### src/rtl/fifo_stream_reader.sv
// Read-side front end for a synchronous FIFO: hides the one-cycle read latency behind a 3-entry buffer.
// Read_EN to m_valid takes 2 cycles; reads pause once buffered plus in-flight words reach 3, never on m_ready.
module fifo_stream_reader #(
   parameter int DATA_WIDTH  = 16,
   parameter int COUNT_WIDTH = 16
) (
   input  logic                   clk,
   input  logic                   rst,
   input  logic                   Empty,
   input  logic [DATA_WIDTH-1:0]  DataOut,
   output logic                   Read_EN,
   input  logic                   flush,
   output logic                   m_valid,
   output logic [DATA_WIDTH-1:0]  m_data,
   input  logic                   m_ready,
   output logic [COUNT_WIDTH-1:0] rd_count
);
   logic [DATA_WIDTH-1:0] buffer [3];
   logic [1:0]            occ;
   logic [1:0]            head;
   logic [1:0]            tail;
   logic                  inflight;
   logic [2:0]            pending;
   logic                  capture;
   logic                  xfer;

   // Counting the in-flight word guarantees a free slot for every read already issued.
   assign pending = {1'b0, occ} + {2'b00, inflight};
   assign Read_EN = !rst && !flush && !Empty && (pending < 3'd3);
   assign m_valid = (occ != 2'd0);
   assign m_data  = buffer[head];
   assign capture = inflight && !flush;
   assign xfer    = m_valid && m_ready;

   function automatic logic [1:0] next_ptr(input logic [1:0] p);
      return (p == 2'd2) ? 2'd0 : p + 2'd1;
   endfunction

   always_ff @(posedge clk) begin
      if (rst) begin
         occ      <= '0;
         head     <= '0;
         tail     <= '0;
         inflight <= 1'b0;
         rd_count <= '0;
         for (int i = 0; i < 3; i++) buffer[i] <= '0;
      end else begin
         // A word handed over during a flush cycle still counts as delivered.
         if (xfer) rd_count <= rd_count + COUNT_WIDTH'(1);
         if (flush) begin
            occ      <= '0;
            head     <= '0;
            tail     <= '0;
            inflight <= 1'b0;
         end else begin
            inflight <= Read_EN;
            if (capture) begin
               buffer[tail] <= DataOut;
               tail         <= next_ptr(tail);
            end
            if (xfer) head <= next_ptr(head);
            case ({capture, xfer})
               2'b10:   occ <= occ + 2'd1;
               2'b01:   occ <= occ - 2'd1;
               default: occ <= occ;
            endcase
         end
      end
   end
endmodule

### config.mk
export PLATFORM = sky130hd
export DESIGN_NAME = fifo_stream_reader
export DESIGN_NICKNAME = d
export VERILOG_FILES = /design/src/rtl/fifo_stream_reader.sv
export SDC_FILE = /design/constraint.sdc
export NUM_CORES = 1
export LEC_CHECK = 0
export ABC_CLOCK_PERIOD_IN_PS = 3600
export CORE_MARGIN = 1.5
export CORE_UTILIZATION = 35
export DETAILED_ROUTE_END_ITERATION = 8
export PLACE_DENSITY_LB_ADDON = 0.15
export SLEW_MARGIN = 15
export SYNTH_ARGS = -nofsm -noshare
export SYNTH_HDL_FRONTEND = slang
export SYNTH_SLANG_ARGS = --single-unit
### constraint.sdc
create_clock -name clk -period 3.6 [get_ports clk]
set_input_delay 0.72 -clock clk [delete_from_list [all_inputs] [get_ports clk]]
set_output_delay 0.72 -clock clk [all_outputs]
set_load 0.02 [all_outputs]
# Word-level counts from Yosys, hierarchy flattened
# Memory sizes are Yosys's and may differ from the RTL's. A register that Yosys moved wholly into a read port is not among the register bits.
# Cells that the tools add are included.
# Widths: inputs -> output; s select.
[word_totals]
n_memories = 1
in_bits = 21
ff_bits = 23
out_inout_bits = 34
mem_bits_rw = 48
[classes]
mux = 14
n_addsub = 6
n_eq_ne = 4
n_lt_le_gt_ge = 1
n_reduce_logical = 12
[memory_table]
columns = ["memory", "words", "width", "read_ports", "rd_clocked_by_memory_dff", "wr", "line_no", "text"]
rows = [
  ["buffer", 3, 16, 1, 1, 3, "18", "logic [DATA_WIDTH-1:0] buffer [3];"],
]
[op_table]
columns = ["op", "n"]
rows = [
  ["$add 16x1->16 const B", 1],
  ["$mux 16", 1],
  ["$reduce_or 16->1", 1],
  ["$mux 2", 5],
  ["$mux 1", 7],
  ["$add 2x1->2 const B", 3],
  ["$eq 2x2->1 const B", 3],
  ["$logic_and 1x1->1", 5],
  ["$pmux 2 s2", 1],
  ["$reduce_bool 2->1", 2],
  ["$add 2x1->3", 1],
  ["$logic_not 1->1", 3],
  ["$lt 3x2->1 const B", 1],
  ["$eq 2x1->1 const B", 1],
  ["$reduce_or 2->1", 1],
  ["$sub 2x1->2 const B", 1],
]

# Depth between registers and ports, before layout
[logic_depth]
word_depth = 8
ltp_mapped = 6
mapped_depth_nobuf = 6

# Worst setup path after synthesis
# Ideal clock, no wire load.
[synth_timing]
kind = "input port to output port"
startpoint = "input flush"
endpoint = "output Read_EN"
t_arrival_ns = 2.307
path_stages = 3
required_time_ns = 2.880
path_buffers = 1
path_slack_ns = 0.573
path_cell_list = "or2_2 -> clkbuf_1 -> a2111oi_0"
[synth_via]
elab_chain_cells = 4
[synth_lines]
columns = ["item", "line_no", "text"]
rows = [
  ["from (decl)", "12", "input logic flush,"],
  ["$logic_not 1->1", "29", "assign Read_EN = !rst && !flush && !Empty && (pending < 3'd3);"],
  ["$logic_and 1x1->1 (3 in series)", "29", ""],
  ["to (decl)", "11", "output logic Read_EN,"],
]
# Every way passes these cells.

# Final worst setup path
# Ends and elaborated chain as after synthesis.

==> run metrics <==
ys flop type edfxtp_1; I/O Pins 55; Setup TNS 0 ns; total clock sinks 89; initial antenna violation count 0; CTS Buf Count 9; RSZ-0062 raised after global routing no; f_max 0.3110 GHz; Core Region 0.01042 mm²; pin count of the biggest net entering global routing 24; ratio of final minimum period to clock period 89.31%; Placed Area 0.004526 mm²; clk root buf clkbuf_8; design area 0.004707 mm²; via count 2,235; Syn Nets 291; chip width 106.9 µm; gr ovfl total 0; Worst Path Buf+Inv 2; CP dominant cell by count clkdlybuf4s50_1; row count 37; H-tree depth 3; Die Y 106.9 µm; # port buffers 54; final WL 7282 µm; DR WL/cell 15.49 µm; endpoints failing hold 0; max-slew violation count 0; share of post-route cells with drive strength above 1 15.27%; clk buf depth 2; Die ar. 0.01142 mm²; first-pass GRT wire length 11,770 µm; Hold Crit Class reg2reg; DRT Pass-1 Iters 4; Setup Buffers After CTS 0; Syn Area/Cell 14.20 µm²; leakage 1.642 nW; type of destination of the critical path primary output; crit path kind in2out; CTS resizes 0; PD cells 393.5 mW/mm²; delay of the slowest critical-path stage 0.68 ns; cells after synthesis 266; Critical Path Slowest Stage Cell clkdlybuf4s50_1; Peak VDD IR 174.0 µV; clk slew on worst S/H paths 0.08 ns; TritonCTS clock tree yes; Worst EP required 2.88 ns; fill cell count 961; Synth area leader edfxtp_1; Tmin final 3.215 ns; number of synthesis warnings 0; Max FO, Critical Path 2; worst-margin pin slew 0.4627 ns; Yosys top cell area share 50.89%; Worst Path Arrival 2.50 ns; Max-Cap Viols 0; CTS Hold Buffers Added 0; Iter 0 DRT Violations 59; clock skew 0.01039 ns; area added between synthesis and finish 24.65%; Synth Register Bits 89; async set or reset register ratio after synthesis 0%; Vias/cell 4.755; Synth cell types 38; sequential area share after synthesis 64.15%; gr usage total 13.89%; Worst setup SP type primary input; clock latency at the later pin of the worst-skew pair 0.35 ns; EDFF count, synth 64; synthesized cell area 0.003776 mm²; remaining antenna violation count after routing 0; vias in the first global route 2,305; CP cell instances clkdlybuf4s50_1, or2_2, a2111oi_0, clkdlybuf4s50_1; n_diodes 0; status finished, final reports clean; CP top delay family buffers and inverters; Synth area leaders edfxtp_1 (51%), dfxtp_1 (13%), mux4_2 (9.5%); Rel. slew slack 69.15%; Total Nets Final 354; GP Congestion 0.7305; Setup Viol. Count Final 0; DP Wirelength 4575 µm; DRC errors left 0; Initial Utilization 36.25%
## cells in the mapped netlist (3+ instances only)
master and instances:
edfxtp_1 64, and2_1 48, dfxtp_1 25, nor2_1 21, mux4_2 16, nand2_1 9
clkbuf_1 8, a21oi_1 7, xor2_1 7, xnor2_1 5, ha_1 4, inv_1 4
nand3_1 4, buf_2 3, mux2_2 3, nor3_1 3, nor4_1 3, o21ai_0 3
or2_2 3, or3_1 3
## flip-flops by register name, summed over array words and instances (netlist names), named ones only
name	count
occ	2
head	2
tail	2
inflight	1
rd_count	16
buffer	64
## power breakdown
| part | total, mW | switching [mW] | internal [mW] |
|---|---|---|---|
| registers | 1.12 | 0.00713 | 1.12 |
| logic | 0.109 | 0.0535 | 0.0555 |
| clock network | 0.620 | 0.333 | 0.287 |
## worst register-to-register path: stages, from the launching register on
cell	delay [ns]
dfxtp_1	0.40
o21ai_1	0.41
inv_1	0.17
ha_1	0.35
or3_1	0.35
a21oi_1	0.14
## layout by cell type, fill, tap and decap left out, types with 2 or more instances in the layout
master           Yosys  final
edfxtp_1            64     64
clkdlybuf4s50_1      0     54
and2_1              48     48
dfxtp_1             25     25
nor2_1              21     21
mux4_2              16     16
buf_4                0     10
nand2_1              9      9
clkbuf_8             0      9
a21oi_1              7      7
xor2_1               7      7
inv_1                4      6
xnor2_1              5      5
nand3_1              4      4
ha_1                 4      4
or2_2                3      3
o21ai_0              3      3
or3_1                3      3
mux2_2               3      3
a21o_1               2      2
nor3_2               1      2
a2111oi_0            2      2
and4_1               2      2
nand4_1              2      2
nor3b_1              2      2
nor3_1               3      2
nor4_1               3      2
clkinv_2             0      2
## final timing paths
kind	startpoint	endpoint	slack [ns]	cells after the start
max	flush	Read_EN	0.38	4
max reg2reg	occ[0]	occ[1]	1.72	5
min reg2reg	rd_count[13]	rd_count[13]	0.51	2
min	rd_count[13]	rd_count[13]	0.51	2
## routing by layer
layer	GRT usage, %	share of wire, %	vias to the layer above
met3	4.498	5.0	6
met5	0	0	-
met1	17.20	44	1075
met4	3.714	0.93	0
li1	-	-	1099
met2	23.40	50	55
## logic make-up (layout without fill, tap and decap cells)
| kind of cell | after synthesis | count (layout) | share of synthesized area (%) |
|---|---|---|---|
| flip-flops | 89 | 89 | 64.15 |
| XOR/XNOR | 12 | 12 | 2.783 |
| adder cells (fa/ha/maj) | 4 | 4 | 1.325 |
| AND/OR/NAND/NOR | 107 | 107 | 16.00 |
| multiplexers | 20 | 20 | 10.70 |
| AO/OA/AOI/OAI | 18 | 18 | 3.147 |
| buffers and inverters | 16 | 84 | 1.888 |
## through the flow
stage               power (mW)  utilization, %  worst slack, ns  hold WS, ns  std cells
floorplan                1.192               -           0.5726       0.5001        266
global placement         1.257           43.45           0.4322       0.4887        454
detailed placement       1.259           43.45           0.3982       0.4987        454
CTS                      1.883           45.19           0.3648       0.5135        470
global route             1.925           45.19           0.3077       0.5371        470
finish                   1.852           45.19           0.3848       0.5085        470
## cell type report
type,instances,area (µm²),share of cell area (%)
Clock inverter,6,32.53,0.6911
Multi-Input combinational cell,161,1303,27.67
Timing Repair Buffer,64,615.6,13.08
Tap cell,136,170.2,3.615
Clock buffer,10,148.9,3.163
Sequential cell,89,2422,51.46
Inverter,4,15.01,0.3190
No activity file was read; power rests on OpenSTA's default activity.
